<file path="config.mk">
export PLATFORM = sky130hd
export DESIGN_NAME = compare_serial
export DESIGN_NICKNAME = d
export VERILOG_FILES = /design/src/rtl/compare_serial.sv
export SDC_FILE = /design/constraint.sdc
export NUM_CORES = 1
export LEC_CHECK = 0
export BUFFER_PORTS_ARGS = -buffer_cell sky130_fd_sc_hd__buf_2
export CORE_MARGIN = 4
export CORE_UTILIZATION = 50
export DETAILED_ROUTE_END_ITERATION = 8
export PLACE_DENSITY = 0.74
export SETUP_SLACK_MARGIN = 0.02
export SYNTH_ARGS = -nofsm -noshare
export SYNTH_HDL_FRONTEND = slang
export SYNTH_SLANG_ARGS = --single-unit
export TNS_END_PERCENT = 30
</file>
<file path="constraint.sdc">
create_clock -name clk -period 1.7 [get_ports clk]
set_input_delay 0.255 -clock clk [delete_from_list [all_inputs] [get_ports clk]]
set_output_delay 0.255 -clock clk [all_outputs]
set_load 0.03 [all_outputs]
</file>
<file path="src/rtl/compare_serial.sv">
// compare_serial: digit-serial magnitude comparator, MSB digit first, with a start/busy/done handshake.
// Ports: clk, rst_n (sync active-low), en (low forces idle and clears outputs),
//        start/a/b/sgn (request, operands and signed mode sampled when accepted in idle),
//        busy (compare in progress), done (one-cycle result-valid pulse), result (one-hot {gt,lt,eq}).
// Macro COMPARE_SERIAL_EARLY_EXIT_EN: decide on the first differing digit instead of always
// walking all NDIG digits.
module compare_serial #(
  parameter int WIDTH = 16,
  parameter int DIGIT = 4
) (
  input  logic             clk,
  input  logic             rst_n,
  input  logic             en,
  input  logic             start,
  input  logic [WIDTH-1:0] a,
  input  logic [WIDTH-1:0] b,
  input  logic             sgn,
  output logic             busy,
  output logic             done,
  output logic [2:0]       result
);
  localparam int NDIG = WIDTH / DIGIT;
  localparam int KW = NDIG > 1 ? $clog2(NDIG) : 1;
  localparam logic [0:0] IDLE = 1'b0;
  localparam logic [0:0] RUN  = 1'b1;
  logic [0:0]       state;
  logic [KW-1:0]    k;
  logic [WIDTH-1:0] sa, sb;
  logic [DIGIT-1:0] da, db;
  logic             diff, last, decide;
  logic [2:0]       cur, verdict;
  // Flipping the sign bit maps two's complement onto offset binary, so one unsigned compare serves both modes.
  logic [WIDTH-1:0] flip;
  assign flip = {sgn, {(WIDTH-1){1'b0}}};
  assign da = sa[WIDTH-1 -: DIGIT];
  assign db = sb[WIDTH-1 -: DIGIT];
  assign diff = da != db;
  assign last = k == KW'(NDIG - 1);
  assign cur = diff ? (da > db ? 3'b100 : 3'b010) : 3'b001;
  assign busy = state == RUN;
`ifdef COMPARE_SERIAL_EARLY_EXIT_EN
  assign decide = diff | last;
  assign verdict = cur;
`else
  // The first differing digit settles the answer; later digits must not overwrite it.
  logic       found;
  logic [2:0] hit;
  assign decide = last;
  assign verdict = found ? hit : cur;
  always_ff @(posedge clk) begin
    if (!rst_n || (en && state == IDLE)) begin
      found <= 1'b0;
      hit <= 3'b000;
    end else if (en && diff && !found) begin
      found <= 1'b1;
      hit <= cur;
    end
  end
`endif
  always_ff @(posedge clk) begin
    if (!rst_n) begin
      state <= IDLE;
      done <= 1'b0;
      result <= 3'b000;
      k <= '0;
      sa <= '0;
      sb <= '0;
    end else if (!en) begin
      state <= IDLE;
      done <= 1'b0;
      result <= 3'b000;
    end else begin
      done <= 1'b0;
      if (state == IDLE) begin
        if (start) begin
          sa <= a ^ flip;
          sb <= b ^ flip;
          k <= '0;
          result <= 3'b000;
          state <= RUN;
        end
      end else if (decide) begin
        result <= verdict;
        done <= 1'b1;
        state <= IDLE;
      end else begin
        k <= k + 1'b1;
        sa <= sa << DIGIT;
        sb <= sb << DIGIT;
      end
    end
  end
endmodule

</file>
After elaboration in Yosys (flattened, before gate mapping)
Cells that the tools add are included.

word-level totals
  register bits = 43
  output and inout port bits = 5
  word-level logic and storage cells = 47

operators by class
  $add $sub $neg = 1
  magnitude comparators = 1
  equal/unequal tests = 4
  muxes and demuxes = 19
  bitwise operators = 3
  reduce and logical (&&, ||, !) cells = 11

operator list
  operator                                                          number
  16-bit 2-to-1 mux                                                 6
  16-bit bitwise XOR                                                2
  3-bit 2-to-1 mux                                                  6
  2-bit 2-to-1 mux                                                  3
  3-bit AND reduction                                               2
  4-bit greater-than comparator                                     1
  1-bit 2-to-1 mux                                                  4
  4-bit != test                                                     1
  2-bit AND reduction                                               2
  1-bit logical AND                                                 3
  2-bit by 1-bit adder with 2-bit output (second input constant)    1
  2-bit equality test (second input constant)                       1
  1-bit logical NOT                                                 2
  2-bit by 1-bit != test with 1-bit output (second input constant)  1
  2-bit != test (second input constant)                             1
  2-bit nonzero test                                                1
  1-bit logical OR                                                  1
  1-bit inverter                                                    1

Logic depth before layout (Yosys ltp)
Gate-level depths: netlist of run 1.

  depth in word-level cells = 6
  mapped depth = 6

Worst setup path after synthesis of run 1
No wires, ideal clock.

  path type = register -> register
  start = register sb[14]
  end = register hit[2]
  setup time = 0.132 ns
  data arrival time = 1.380 ns
  required time = 1.568 ns
  slack = 0.188 ns
  cell stages (with the launch flop) = 7
  clock period less this slack = 1.512 ns
  cell sequence = dfxtp_1 > inv_1 > ha_1 > a41oi_1 > and2_1 > o211ai_1 > nor3b_1

between the ends
  longest elaborated chain between the ends = 3

ends and longest elaborated chain
  item                                                                 RTL line  text
  from (decl)                                                          28        logic [WIDTH-1:0] sa, sb;
  from (signal assigned)                                               77        sb <= b ^ flip;
  from (signal assigned)                                               89        sb <= sb << DIGIT;
  4-bit greater-than comparator or 4-bit != test (tied branches)       39, 37
  3-bit 2-to-1 mux or 1-bit logical AND (tied branches) (2 in series)  39, 54
  to (signal assigned)                                                 56        hit <= cur;
  to (decl)                                                            47        logic [2:0] hit;

Several ways; a longest one is shown, not always the timed one.
A chain may end at the register's enable or synchronous reset.

Worst setup path after layout of run 1
  start = register sb[13]
  end = register hit[2]

The elaborated chain is that of the path after synthesis.

==> flow_metrics.tcl, run 1 <==
set metrics [dict create \
    synth.net_count 242 \
    clk_latency_ns 0.29 \
    routed-via-count 1530 \
    antenna_left 0 \
    grt_pass1_vias 1439 \
    ios 42 \
    syn_to_final_growth_pct 16.1 \
    r2r_end "hit[2]" \
    status "complete, no violations" \
    core_area_mm2 0.00374 \
    r2r_setup_slack_ns 0.19 \
    grtUsageTotal 0.154 \
    setup_viol 0 \
    via_per_inst 5.29 \
    grt_setup_unrepaired "false" \
    netlist_area_mm2 0.00198 \
    cts_inserted_buffers 5 \
    num_rows 22 \
    ys_ff_latch 43 \
    synthArstFlopShare 0 \
    arrival_ns 1.67 \
    yosysWarnings 0 \
    reg2reg_depth 6 \
    die_h_um 70.9 \
    antenna_found_initial 0 \
    grt_max_degree 49 \
    synthFlopType "dfxtp_1" \
    start_util 0.529 \
    final_nets 282 \
    synthCells 200 \
    wl_per_cell_um 12.8 \
    cp.required_ns 1.87 \
    synth_seq_area_share 0.435 \
    final_common_cell "dfxtp_1" \
    path_class "register to register" \
    grt_pass1_wl_mm 6.23 \
    drt-total-wl_mm 3.70 \
    die-area_mm2 0.00503 \
    holdPathEnd "sb[3]" \
    timing.rr.start "sb[13]" \
    holdBufCountCts 0 \
    tns_ns 0 \
    drv_cap 0 \
    synth_edf_count 0 \
    max_slew_margin 0.684 \
    startpoint_type "register" \
    path_max_fanout 5 \
    cts_setup_buffers 0 \
    h-tree-depth 2 \
    hold_viol_final 0 \
    die_x_um 70.9 \
    fmax_mhz 663 \
    maxSlewViolCount 0 \
    hpwl_mm 2.56 \
    p_leak_nw 1.15 \
    first_pass_iters 4 \
    finClkSkew_ns 0.00356 \
    hold_class "primary input to register" \
    power.density_cell_area_mw_per_mm2 881 \
    synth_cell_types 31 \
    layout-drive-gt1-share 0.237 \
    hold_ws_ns 0.218 \
    clk_pin_slew_ns 0.07 \
    synth_area_per_cell_um2 9.90 \
    cts_tree "yes" \
    ctsResizeCount 0 \
    routabilityCongestion 0.835 \
    end_kind "register" \
    n_antenna_cell 0 \
    cts_root_buffer "clkbuf_8" \
    io_buffer_count 41 \
    holdCritStartpoint "b[3]" \
    final_cell_mix "42 x dfxtp_1, 41 x buf_2, 29 x nand2_1" \
    fin_crit_ns 1.51 \
    drtIter0Drc 63 \
    worst_pin_slew_ns 0.470 \
    hold_depth 3 \
    drc 0 \
    p_total_mw 2.02 \
    clockBufferDepth 2 \
    clock-sinks 43 \
    vdd_drop_max_mv 0.630 \
    grt_overflow 0 \
    min_period_over_period 0.887 \
]
## flip-flops by register name, indices dropped and copies added, names as in the netlist
name and flops:
busy 1, result 3, k 2, sa 16, hit 3, done 1
sb 16, found 1
## logic make-up (layout without fill, tap and decap cells)
| logic type | Yosys count | after routing | synth area share |
|---|---|---|---|
| buffers and inverters | 21 | 62 | 0.0651 |
| AO/OA/AOI/OAI | 50 | 50 | 0.209 |
| XOR/XNOR | 2 | 2 | 0.00885 |
| AND/OR/NAND/NOR | 56 | 56 | 0.135 |
| adder cells (fa/ha/maj) | 5 | 5 | 0.0316 |
| flip-flops | 43 | 43 | 0.435 |
| multiplexers | 23 | 23 | 0.116 |
## per-layer routing
metal / track usage / part of all wire / up-vias
li1: - / - / 795
met5: 0 / 0 / -
met2: 0.246 / 0.47 / 31
met4: 0.0564 / 0.012 / 0
met1: 0.199 / 0.47 / 698
met3: 0.0412 / 0.057 / 6
## Yosys cell counts, types with 2 or more instances
cell type	n	area share
buf_2	4	0.010
buf_6	6	0.034
a21boi_0	2	0.0076
nor3b_1	2	0.0076
nand2_1	29	0.055
clkbuf_1	4	0.0076
a21oi_1	6	0.015
a22oi_1	8	0.030
nor2_1	7	0.013
nand3_1	2	0.0051
o211ai_1	2	0.0076
mux2i_1	23	0.12
o21ai_0	4	0.010
xnor2_1	2	0.0089
inv_1	7	0.013
ha_1	5	0.032
dfxtp_1	43	0.43
nor2b_1	9	0.028
o211a_1	23	0.12
## how the worst max path moves through the flow
stage          endpoint    from
3_5_place_dp     hit[2]  sb[13]
6_report         hit[2]  sb[13]
3_3_place_gp     hit[2]  sb[14]
4_1_cts          hit[2]  sb[14]
2_1_floorplan    hit[2]  sb[14]
5_1_grt          hit[2]  sb[14]
## stage by stage
step / instance area [um2] / util / instances / setup slack [ns]
finish: 2300 / 0.614 / 289 / 0.192
global route: 2300 / 0.614 / 289 / 0.0311
CTS: 2290 / 0.613 / 289 / 0.143
detailed placement: 2210 / 0.591 / 281 / 0.163
global placement: 2210 / 0.591 / 281 / 0.203
floorplan: 1980 / - / 200 / 0.188
## area by class of cell
type / count / area, um2
Sequential cell: 43 / 862
Clock buffer: 7 / 76.3
Tap cell: 48 / 60.1
Timing Repair Buffer: 47 / 275
Clock inverter: 1 / 5.00
Fill cell: 347 / 1450
Multi-Input combinational cell: 136 / 992
Inverter: 7 / 26.3
## where the power goes
part	internal, mW	total (mW)	switching, mW
Sequential	1.07	1.10	0.0339
Combinational	0.160	0.314	0.154
Clock	0.288	0.611	0.323
Total	1.51	2.02	0.511
## worst max-delay path, stage by stage (launching register included)
cell	delay [ns]
dfxtp_1	0.33
inv_1	0.05
ha_1	0.28
a41oi_1	0.26
and2_4	0.20
o211ai_1	0.11
nor3b_1	0.16
No activity file was read; power rests on OpenSTA's default activity.
==> run 2, diff against run 1 <==
--- a/config.mk
+++ b/config.mk
@@ -6,7 +6,6 @@
 export NUM_CORES = 1
 export LEC_CHECK = 0
 export BUFFER_PORTS_ARGS = -buffer_cell sky130_fd_sc_hd__buf_2
-export CORE_MARGIN = 4
 export CORE_UTILIZATION = 50
 export DETAILED_ROUTE_END_ITERATION = 8
 export PLACE_DENSITY = 0.74
==> constraint.sdc (replaced) <==
create_clock -name clk -period 1.7 [get_ports clk]
set_input_delay 0.34 -clock clk [delete_from_list [all_inputs] [get_ports clk]]
set_output_delay 0.34 -clock clk [all_outputs]
set_load 0.03 [all_outputs]
==> flow_metrics.tcl, run 2 (synthesis gave the netlist of run 1 again) <==
set metrics [dict create \
    start_util 0.533 \
    seq_power_share 0.519 \
    reg2reg_depth 6 \
    syn_to_final_growth_pct 16.8 \
    end_kind "register" \
    layout-drive-gt1-share 0.244 \
    p_sw_uw 530 \
    hold_depth 3 \
    p_leak_nw 1.16 \
    core_area_mm2 0.00372 \
    switching_share 0.250 \
    grtUsageMet2 0.322 \
    path_class "register to register" \
    p_int_mw 1.59 \
    fmax_mhz 632 \
    final_common_cell "dfxtp_1" \
    n_antenna_cell 0 \
    antenna_found_initial 0 \
    grt.busiest_layer "met2" \
    die_h_um 64.9 \
    top_regs "sa (16), sb (16)" \
    setup_slack_ns 0.117 \
    num_rows 22 \
    die_x_um 64.9 \
    grt_setup_unrepaired "false" \
    clk_latency_ns 0.29 \
    die-area_mm2 0.00421 \
    startpoint_type "register" \
    cts_root_buffer "clkbuf_8" \
    first_pass_iters 4 \
    pwr-share-clk 0.336 \
    max_slew_margin 0.691 \
    holdBufCountCts 0 \
    clk_pin_slew_ns 0.08 \
    path_max_fanout 5 \
    wl_per_cell_um 12.6 \
    routed-via-count 1557 \
    clockBufferDepth 2 \
    drc 0 \
    maxSlewViolCount 0 \
    min_period_over_period 0.931 \
    ios 42 \
    fin_crit_ns 1.58 \
    cts_setup_buffers 0 \
    clock-sinks 43 \
    hpwl_mm 2.62 \
    routabilityCongestion 0.757 \
    grtUsageTotal 0.191 \
    via_per_inst 5.37 \
    pwr-share-comb 0.145 \
    path_cells "inv_1 -> ha_1 -> a41oi_1 -> and2_1 -> o211ai_1 -> nor3b_1" \
    worst_pin_slew_ns 0.458 \
    drv_cap 0 \
    hold_viol_final 0 \
    grt_pass1_vias 1430 \
    finClkSkew_ns 0.00697 \
    cp.required_ns 1.87 \
    status "complete, no violations" \
    final_cell_mix "42 x dfxtp_1, 41 x buf_2, 29 x nand2_1" \
    grt_pass1_wl_mm 6.18 \
    h-tree-depth 2 \
    max_stage_delay_ns 0.33 \
    tns_ns 0 \
    r2r_setup_slack_ns 0.12 \
    place_ws_ns 0.120 \
    arrival_ns 1.75 \
    drtIter0Drc 72 \
    grt_max_degree 49 \
    grtUsageMet1 0.231 \
    setup_viol 0 \
    grt_overflow 0 \
    ctsResizeCount 0 \
    cts_tree "yes" \
    antenna_left 0 \
    power.density_cell_area_mw_per_mm2 917 \
    cts_inserted_buffers 5 \
    io_buffer_count 41 \
    worst_path_max_delay_cell "dfxtp_1" \
    final_nets 283 \
    use_met3 0.0563 \
    drt-total-wl_mm 3.66 \
    vdd_drop_max_mv 0.584 \
    hold_class "primary input to register" \
]
-- run 2: final timing paths --
path / startpoint / endpoint
min reg2reg: k[1] / k[1]
min: b[3] / sb[3]
max: sb[14] / hit[2]
max reg2reg: sb[14] / hit[2]
-- run 2: layout make-up --
| cell class | count | area (um2) |
|---|---|---|
| fillers | 328 | 1400 |
| clock buffers | 7 | 96.3 |
| well taps | 48 | 60.1 |
| inverters | 7 | 26.3 |
| clock inverters | 1 | 7.51 |
| multi-input cells | 136 | 990 |
| flip-flops and latches | 43 | 862 |
| repair buffers | 48 | 270 |
-- run 2: power groups by stage --
stage	Combinational [mW]	Sequential (mW)	Clock [mW]
2_1_floorplan	0.222	1.11	0
3_3_place_gp	0.305	1.12	0
3_5_place_dp	0.308	1.12	0
4_1_cts	0.309	1.10	0.729
5_1_grt	0.343	1.11	0.776
6_report	0.307	1.10	0.712
-- run 2: critical path, delay by kind of cell (launching register included) --
| family | cells | cell delay [ns] |
|---|---|---|
| DFF | 1 | 0.33 |
| buffers and inverters | 1 | 0.04 |
| AOI/OAI and AO/OA | 2 | 0.40 |
| adders and majority gates | 1 | 0.28 |
| and+or+nand+nor | 2 | 0.41 |
-- run 2: layer usage --
layer / part of all wire / vias up
li1: - / 797
met1: 0.49 / 721
met2: 0.46 / 35
met3: 0.047 / 4
met4: 0.0079 / 0
met5: 0 / -
-- run 2: stage by stage --
step	power, mW	cell area, um2	util	instances	hold slack, ns
global route	2.23	2310	0.622	290	0.301
finish	2.12	2310	0.622	290	0.298
floorplan	1.34	1980	-	200	0.445
detailed placement	1.43	2210	0.594	282	0.458
global placement	1.43	2210	0.594	282	0.451
CTS	2.14	2310	0.622	290	0.298
==> run 3, diff against run 2 <==
--- a/config.mk
+++ b/config.mk
@@ -9,6 +9,7 @@
 export CORE_UTILIZATION = 50
 export DETAILED_ROUTE_END_ITERATION = 8
 export PLACE_DENSITY = 0.74
+export REMOVE_ABC_BUFFERS = 1
 export SETUP_SLACK_MARGIN = 0.02
 export SYNTH_ARGS = -nofsm -noshare
 export SYNTH_HDL_FRONTEND = slang
==> flow_metrics.tcl, run 3 (synthesis gave the netlist of run 1 again) <==
set metrics [dict create \
    fin_crit_ns 1.61 \
    final_common_cell "dfxtp_1" \
    vdd_drop_max_mv 0.504 \
    grt_pass1_wl_mm 6.44 \
    setup_slack_ns 0.0854 \
    clockBufferDepth 2 \
    hold_viol_final 0 \
    num_rows 22 \
    die_h_um 64.9 \
    power.density_cell_area_mw_per_mm2 879 \
    antenna_found_initial 0 \
    drv_cap 0 \
    final_area_mm2 0.00229 \
    syn_to_final_growth_pct 15.7 \
    startpoint_type "register" \
    grtUsageTotal 0.203 \
    path_max_fanout 20 \
    clock-sinks 43 \
    routed-via-count 1561 \
    max_slew_margin 0.524 \
    routabilityCongestion 0.751 \
    drt-total-wl_mm 3.80 \
    die_x_um 64.9 \
    end_kind "output port" \
    maxSlewViolCount 0 \
    final_nets 283 \
    n_antenna_cell 0 \
    die-area_mm2 0.00421 \
    ios 42 \
    first_pass_iters 4 \
    grt_overflow 0 \
    cp.required_ns 1.36 \
    status "complete, no violations" \
    io_buffer_count 41 \
    path_class "register to output port" \
    finClkSkew_ns 0.00342 \
    clk_pin_slew_ns 0.08 \
    worst_pin_slew_ns 0.711 \
    cts_root_buffer "clkbuf_8" \
    start_util 0.533 \
    hold_class "primary input to register" \
    setup_viol 0 \
    cts_inserted_buffers 5 \
    final_cell_mix "42 x dfxtp_1, 41 x buf_2, 29 x nand2_1" \
    grt_pass1_vias 1486 \
    dpl-instance-area_mm2 0.00221 \
    fmax_mhz 619 \
    cts_tree "yes" \
    drtIter0Drc 107 \
    clk_latency_ns 0.29 \
    arrival_ns 1.27 \
    final_util 0.616 \
    via_per_inst 5.42 \
    p_leak_nw 1.14 \
    grt_setup_unrepaired "false" \
    cts_setup_buffers 0 \
    hold_ws_ns 0.302 \
    tns_ns 0 \
    wl_per_cell_um 13.2 \
    h-tree-depth 2 \
    core_area_mm2 0.00372 \
    layout-drive-gt1-share 0.242 \
    drc 0 \
    hpwl_mm 2.65 \
    top_regs "sa (16), sb (16)" \
    antenna_left 0 \
    min_period_over_period 0.950 \
    place_ws_ns 0.127 \
    grt_max_degree 49 \
]
-- run 3: cell types whose count changed in the layout (fill, tap and decap cells not counted) --
cell / delta
and2_1: -1
a41oi_1: -1
clkinvlp_4: -1
and2_4: +1
clkbuf_8: -2
clkbuf_1: +1
a41oi_2: +1
-- run 3: path summary, 6_finish.rpt --
kind | startpoint | endpoint | slack [ns] | cells past startpoint
max | busy | busy | 0.09 | 2
min | b[2] | sb[2] | 0.30 | 3
max reg2reg | sb[14] | hit[2] | 0.22 | 6
min reg2reg | k[1] | k[1] | 0.47 | 2
-- run 3: metrics by stage --
| step | instances | power (mW) |
|---|---|---|
| after global routing | 288 | 2.13 |
| after detailed placement | 282 | 1.44 |
| after global placement | 282 | 1.43 |
| after floorplan | 186 | 1.31 |
| final | 288 | 2.01 |
| after CTS | 288 | 2.04 |
-- run 3: layout make-up --
type	instances	area, um2
inverters	7	26.3
multi-input cells	136	1000
fillers	350	1430
repair buffers	48	270
flip-flops and latches	43	862
clock buffers	6	72.6
well taps	48	60.1
-- run 3: critical path, stage by stage, from the launching register on --
cell,delay (ns)
dfxtp_2,0.39
buf_4,0.32
buf_2,0.26
-- run 3: layer usage --
layer / vias to the layer above / track usage / part of all wire
li1: 792 / - / -
met1: 726 / 0.247 / 0.47
met2: 37 / 0.335 / 0.47
met3: 6 / 0.0634 / 0.050
met4: 0 / 0.0667 / 0.012
met5: - / 0 / 0
-- run 3: report_power, final --
part	switching, mW	internal (mW)
Clock	0.321	0.274
Combinational	0.158	0.162
Sequential	0.0342	1.07
Total	0.513	1.50
-- run 3: what timing repair did --
item,4_1_cts,5_1_grt
gates resized for setup,0,2
setup endpoints to repair,0,2
hold buffers,0,0
